File: config.mk
export PLATFORM = sky130hd
export DESIGN_NAME = vga_sync_generator
export DESIGN_NICKNAME = d
export VERILOG_FILES = /design/src/rtl/vga_timing_pkg.sv /design/src/rtl/pixel_tick_gen.sv /design/src/rtl/vga_sync_generator.sv
export SDC_FILE = /design/constraint.sdc
export NUM_CORES = 1
export LEC_CHECK = 0
export CAP_MARGIN = 20
export CORE_MARGIN = 2
export CORE_UTILIZATION = 50
export DETAILED_ROUTE_END_ITERATION = 8
export GPL_TIMING_DRIVEN = 0
export MAX_ROUTING_LAYER = met4
export PLACE_DENSITY = 0.75
export SLEW_MARGIN = 15
export SYNTH_ARGS = -nofsm -noshare
export SYNTH_HDL_FRONTEND = slang
export SYNTH_HIERARCHICAL = 1
export SYNTH_SLANG_ARGS = --single-unit
File: constraint.sdc
create_clock -name clk_100MHz -period 2.7 [get_ports clk_100MHz]
set_input_delay 0.27 -clock clk_100MHz [delete_from_list [all_inputs] [get_ports clk_100MHz]]
set_output_delay 0.27 -clock clk_100MHz [all_outputs]
set_load 0.02 [all_outputs]
File: src/rtl/vga_timing_pkg.sv
`default_nettype none
// +---------------------------------------------------------------------------+
// | vga_timing_pkg : 640x480@60 VGA timing constants and counter helpers      |
// | Revision: 1.0                                                             |
// +---------------------------------------------------------------------------+
package vga_timing_pkg;

  localparam int CNT_W = 10;
  typedef logic [CNT_W-1:0] cnt_t;

  localparam int VGA_H_VISIBLE = 640;
  localparam int VGA_H_FRONT   = 16;
  localparam int VGA_H_SYNC    = 96;
  localparam int VGA_H_BACK    = 48;
  localparam int VGA_V_VISIBLE = 480;
  localparam int VGA_V_FRONT   = 10;
  localparam int VGA_V_SYNC    = 2;
  localparam int VGA_V_BACK    = 33;

  localparam int VGA_H_TOTAL = VGA_H_VISIBLE + VGA_H_FRONT + VGA_H_SYNC + VGA_H_BACK;
  localparam int VGA_V_TOTAL = VGA_V_VISIBLE + VGA_V_FRONT + VGA_V_SYNC + VGA_V_BACK;

  // Both syncs are asserted low for this mode.
  localparam logic SYNC_ACTIVE = 1'b0;

  function automatic logic in_window(input cnt_t v, input cnt_t lo, input cnt_t hi);
    return (v >= lo) && (v < hi);
  endfunction

endpackage
`default_nettype wire

File: src/rtl/pixel_tick_gen.sv
`default_nettype none
// +---------------------------------------------------------------------------+
// | pixel_tick_gen : registered one-cycle enable pulse every DIV clocks       |
// | Revision: 1.0                                                             |
// +---------------------------------------------------------------------------+
module pixel_tick_gen #(
  parameter int DIV = 4
) (
  input  logic clk_100MHz,
  input  logic reset,
  output logic pixel_tick
);

  localparam int DIV_W = $clog2(DIV);
  localparam logic [DIV_W-1:0] DIV_LAST = DIV_W'(DIV - 1);

  logic [DIV_W-1:0] div_cnt_q, div_cnt_d;
  logic             pixel_tick_q, pixel_tick_d;

  always_comb begin
    div_cnt_d    = (div_cnt_q == DIV_LAST) ? '0 : div_cnt_q + DIV_W'(1);
    pixel_tick_d = (div_cnt_q == DIV_LAST);
  end

  always_ff @(posedge clk_100MHz) begin
    if (reset) begin
      div_cnt_q    <= '0;
      pixel_tick_q <= 1'b0;
    end else begin
      div_cnt_q    <= div_cnt_d;
      pixel_tick_q <= pixel_tick_d;
    end
  end

  assign pixel_tick = pixel_tick_q;

endmodule
`default_nettype wire

File: src/rtl/vga_sync_generator.sv
`default_nettype none
// +---------------------------------------------------------------------------+
// | vga_sync_generator : 640x480@60 H/V counters, syncs and visible flag      |
// | Optional macro VGA_FRAME_COUNTER_EN adds an 8-bit frame_count output.     |
// | Revision: 1.0                                                             |
// +---------------------------------------------------------------------------+
module vga_sync_generator
  import vga_timing_pkg::*;
#(
  parameter int DIV       = 4,
  parameter int H_VISIBLE = VGA_H_VISIBLE,
  parameter int H_FRONT   = VGA_H_FRONT,
  parameter int H_SYNC    = VGA_H_SYNC,
  parameter int H_BACK    = VGA_H_BACK,
  parameter int V_VISIBLE = VGA_V_VISIBLE,
  parameter int V_FRONT   = VGA_V_FRONT,
  parameter int V_SYNC    = VGA_V_SYNC,
  parameter int V_BACK    = VGA_V_BACK
) (
  input  logic             clk_100MHz,
  input  logic             reset,
  output logic             pixel_tick,
  output logic             hsync,
  output logic             vsync,
  output logic             video_on,
  output logic [CNT_W-1:0] pixel_x,
  output logic [CNT_W-1:0] pixel_y,
  output logic             frame_start
`ifdef VGA_FRAME_COUNTER_EN
  ,
  output logic [7:0]       frame_count
`endif
);

  localparam cnt_t H_LAST   = cnt_t'(H_VISIBLE + H_FRONT + H_SYNC + H_BACK - 1);
  localparam cnt_t V_LAST   = cnt_t'(V_VISIBLE + V_FRONT + V_SYNC + V_BACK - 1);
  localparam cnt_t H_VIS    = cnt_t'(H_VISIBLE);
  localparam cnt_t V_VIS    = cnt_t'(V_VISIBLE);
  localparam cnt_t HS_START = cnt_t'(H_VISIBLE + H_FRONT);
  localparam cnt_t HS_END   = cnt_t'(H_VISIBLE + H_FRONT + H_SYNC);
  localparam cnt_t VS_START = cnt_t'(V_VISIBLE + V_FRONT);
  localparam cnt_t VS_END   = cnt_t'(V_VISIBLE + V_FRONT + V_SYNC);

  logic tick;

  pixel_tick_gen #(
    .DIV (DIV)
  ) u_pixel_tick_gen (
    .clk_100MHz (clk_100MHz),
    .reset      (reset),
    .pixel_tick (tick)
  );

  cnt_t pixel_x_q, pixel_x_d;
  cnt_t pixel_y_q, pixel_y_d;
  logic hsync_q, hsync_d;
  logic vsync_q, vsync_d;
  logic video_on_q, video_on_d;
  logic frame_start_q, frame_start_d;

  // Decode from the next counter values so every registered output lines up
  // with the coordinates it is reported alongside.
  always_comb begin
    pixel_x_d = pixel_x_q;
    pixel_y_d = pixel_y_q;
    if (tick) begin
      if (pixel_x_q == H_LAST) begin
        pixel_x_d = '0;
        pixel_y_d = (pixel_y_q == V_LAST) ? '0 : pixel_y_q + cnt_t'(1);
      end else begin
        pixel_x_d = pixel_x_q + cnt_t'(1);
      end
    end
    hsync_d       = in_window(pixel_x_d, HS_START, HS_END) ? SYNC_ACTIVE : ~SYNC_ACTIVE;
    vsync_d       = in_window(pixel_y_d, VS_START, VS_END) ? SYNC_ACTIVE : ~SYNC_ACTIVE;
    video_on_d    = (pixel_x_d < H_VIS) && (pixel_y_d < V_VIS);
    frame_start_d = tick && (pixel_x_q == H_LAST) && (pixel_y_q == V_LAST);
  end

  always_ff @(posedge clk_100MHz) begin
    if (reset) begin
      pixel_x_q     <= '0;
      pixel_y_q     <= '0;
      hsync_q       <= ~SYNC_ACTIVE;
      vsync_q       <= ~SYNC_ACTIVE;
      video_on_q    <= 1'b1;
      frame_start_q <= 1'b0;
    end else begin
      pixel_x_q     <= pixel_x_d;
      pixel_y_q     <= pixel_y_d;
      hsync_q       <= hsync_d;
      vsync_q       <= vsync_d;
      video_on_q    <= video_on_d;
      frame_start_q <= frame_start_d;
    end
  end

  assign pixel_tick  = tick;
  assign hsync       = hsync_q;
  assign vsync       = vsync_q;
  assign video_on    = video_on_q;
  assign pixel_x     = pixel_x_q;
  assign pixel_y     = pixel_y_q;
  assign frame_start = frame_start_q;

`ifdef VGA_FRAME_COUNTER_EN
  logic [7:0] frame_count_q, frame_count_d;

  // Advances on the same edge frame_start rises, so it names the frame now starting.
  always_comb begin
    frame_count_d = frame_start_d ? frame_count_q + 8'd1 : frame_count_q;
  end

  always_ff @(posedge clk_100MHz) begin
    if (reset) begin
      frame_count_q <= 8'd0;
    end else begin
      frame_count_q <= frame_count_d;
    end
  end

  assign frame_count = frame_count_q;
`endif

endmodule
`default_nettype wire

==> metrics.md <==
| Metric | Value |
|---|---|
| CP cell instances | `ha_1 -> nand2_1 -> and4b_1 -> buf_6 -> nand4_2 -> xor2_1 -> nor4b_4 -> nand4_1` |
| Class of the most critical setup path | `flop to flop` |
| R2r endpoint | `vsync` |
| FF-to-FF setup slack | `0.53 ns` |
| Maximum vdd drop | `0.313 mV` |
| Slew headroom | `71.0%` |
| DR iter-0 viols | `18` |
| CP max FO | `10` |
| Post-synth ARST share | `0%` |
| CP Capture Type | `flop` |
| Synth Flop Type | `dfxtp_1` |
| Net count after synthesis | `143` |
| Post-CTS Setup Bufs | `0` |
| CTS tree | `done` |
| Fin crit period | `2.17 ns` |
| DR vias/cell | `5.42` |
| Power density of the placed cells | `366 mW/mm^2` |
| Stages on worst setup path | `8` |
| Worst Hold Class | `flop to flop` |
| CP peak stage delay | `0.47 ns` |
| Tcrit/Tclk final | `80.5%` |
| Via count | `1,067` |
| Initial antenna violation count | `0` |
| Antenna Nets Post-Route | `0` |
| Internal power | `473 uW` |
| CTS H-tree depth | `1` |
| Quantity of hold-fixing buffers added after cts | `0` |
| Die area | `0.00306 mm^2` |
| Setup crit end | `vsync` |
| Final nets | `174` |
| Achievable frequency | `0.460 GHz` |
| Cts bufs inserted | `3` |
| Unrepaired setup endpoints after global routing | `no` |
| Worst-Skew Late Latency | `0.31 ns` |
| # IOs | `27` |
| Top cell type's share of synthesized area | `41.0%` |
| Family with the most delay on the worst path | `simple AND/OR/NAND/NOR gates` |
| Final HPWL DP | `2030 um` |
| Fillcell total | `215` |
| CP max stage cell | `dfxtp_1` |
| WP buf/inv | `1` |
| Share of layout cells above drive strength 1 | `11.4%` |
| Yosys reg bits | `27` |
| Maxcap violations | `0` |
| Largest cells by area after synthesis | `dfxtp_1 41%, xor2_1 8.6%, xnor2_1 4.6%` |
| Final GP Congestion | `0.785` |
| Critical R2R Launch | `pixel_x[0]` |
| WP data required | `2.91 ns` |
| Post-Layout Cell Count | `197` |
| Setup Skew | `0.00248 ns` |
| Pin count of the biggest net entering global routing | `15` |
| GRT Residual Overflow | `0` |
| Synth area leader | `dfxtp_1` |
| GR Util All Layers | `18.8%` |
| Die X | `55.4 um` |
| Max Slew Vio Count | `0` |
| Placed Instances | `193` |
| Post_cts resized | `0` |
| CP Launch Type | `flop` |
| Core ar. | `0.00248 mm^2` |
| Final hold violations | `0` |
| Logic pwr share | `4.1%` |
| Count leader, synth | `dfxtp_1` |
| Flop pwr share | `67.6%` |
| Synth unique cells | `37` |
| DR WL/cell | `13.6 um` |
| Ys Warns | `6` |
| Avg Inst Size Synth | `9.63 um^2` |
| Initial Util | `53.2%` |
| Arrival time at the worst endpoint | `2.38 ns` |
| Worst r2r path cells | `8` |
| Synth top cells by count | `27 x dfxtp_1, 14 x nor2_1, 13 x xor2_1, 11 x nor3_1, 9 x nand4_1` |
| Area Overhead vs Synth | `24.6%` |
| First element of the critical path | `pixel_x[0]` |
| Setup Total Neg Slack | `0 ns` |
| Net Sw Frac | `21.4%` |
| Number of global-route vias before repair | `1,040` |
| Cells after Synth | `137` |
| Mapped Area | `0.00132 mm^2` |
| Status | `completed` |
| Layout Utilization | `66.3%` |
| Design Power | `602 uW` |
| Worst-path clk slew | `0.14 ns` |
| Die Ht | `55.4 um` |
| Psw | `129 uW` |
| EDFF count, synth | `0` |
| Leak pwr | `0.610 nW` |
| Drt pass-1 iters | `4` |
| # setup viols final | `0` |
| Sink Count | `27` |
| PortBufs | `26` |
| Clock Path Buffers | `2` |
| Clk pwr share | `28.3%` |
| WL final | `2680 um` |
| DR DRC count | `0` |
| First-pass GRT wire length | `4620 um` |
| Site row count | `18` |
| # diodes | `0` |
| Root buf cell | `clkbuf_4` |
| Worst-Margin Slew | `0.435 ns` |
| Sequential area share after synthesis | `41.0%` |
## routing by layer
metal  vias up  GRT usage (%)  share of wire, %
li1        537              -                 -
met1       507           24.0                46
met2        23           32.0                50
met3         0           2.11               3.3
met4         0           4.18                 0
met5         -              -                 0
## placed cells by master, fill, tap and decap left out, types with 4 or more instances in the layout
cell,n
nand4_1,9
nor2_1,14
clkdlybuf4s50_1,26
nand3_1,6
dfxtp_1,27
ha_1,4
nor3_1,11
xnor2_1,7
nand2_1,8
xor2_1,13
inv_1,4
## stage by stage
| stage | area, um^2 | setup slack [ns] | hold WS, ns |
|---|---|---|---|
| floorplan | 1320 | 0.633 | 0.336 |
| global placement | 1620 | 0.580 | 0.415 |
| detailed placement | 1620 | 0.538 | 0.434 |
| CTS | 1640 | 0.523 | 0.452 |
| global route | 1640 | 0.365 | 0.491 |
| finish | 1640 | 0.527 | 0.447 |
## state kept, by name, indices dropped and copies added, names as in the netlist
signal,cells
u_pixel_tick_gen/pixel_tick,1
video_on,1
vsync,1
pixel_y,10
u_pixel_tick_gen/div_cnt_q,2
pixel_x,10
hsync,1
frame_start,1
## worst min-delay path by stage
stage / from / end / cells after the start
after floorplan: reset / u_pixel_tick_gen/pixel_tick / 1
after global placement: u_pixel_tick_gen/div_cnt_q[0] / u_pixel_tick_gen/div_cnt_q[0] / 1
after detailed placement: u_pixel_tick_gen/div_cnt_q[0] / u_pixel_tick_gen/div_cnt_q[0] / 1
after CTS: u_pixel_tick_gen/div_cnt_q[0] / u_pixel_tick_gen/div_cnt_q[0] / 1
after global routing: u_pixel_tick_gen/div_cnt_q[0] / u_pixel_tick_gen/div_cnt_q[0] / 1
final: u_pixel_tick_gen/div_cnt_q[0] / u_pixel_tick_gen/div_cnt_q[0] / 1
## power by group through the flow
stage	registers, mW	clock network, mW	logic (mW)
2_1_floorplan	0.417	0	0.0147
3_3_place_gp	0.415	0	0.0243
3_5_place_dp	0.416	0	0.0252
4_1_cts	0.407	0.176	0.0254
5_1_grt	0.408	0.200	0.0274
6_report	0.407	0.170	0.0250
## layout make-up
type	instances	area [um^2]	area share [%]
Multi-Input combinational cell	100	728	44.3
Sequential cell	27	541	32.9
Tap cell	30	37.5	2.28
Buffer	6	35.0	2.13
Inverter	4	15.0	0.914
Timing Repair Buffer	26	260	15.8
Clock buffer	4	26.3	1.60
## logic make-up (layout without fill, tap and decap cells)
kind of cell,Yosys count,after routing,synth area share [%]
buf+inv,10,40,3.79
compound gates,7,7,5.03
xor+xnor,20,20,13.3
flops,27,27,41.0
fa+ha+maj,4,4,3.80
simple gates,66,66,30.7
mux,3,3,2.37
Power figures use the tool's default switching activity.
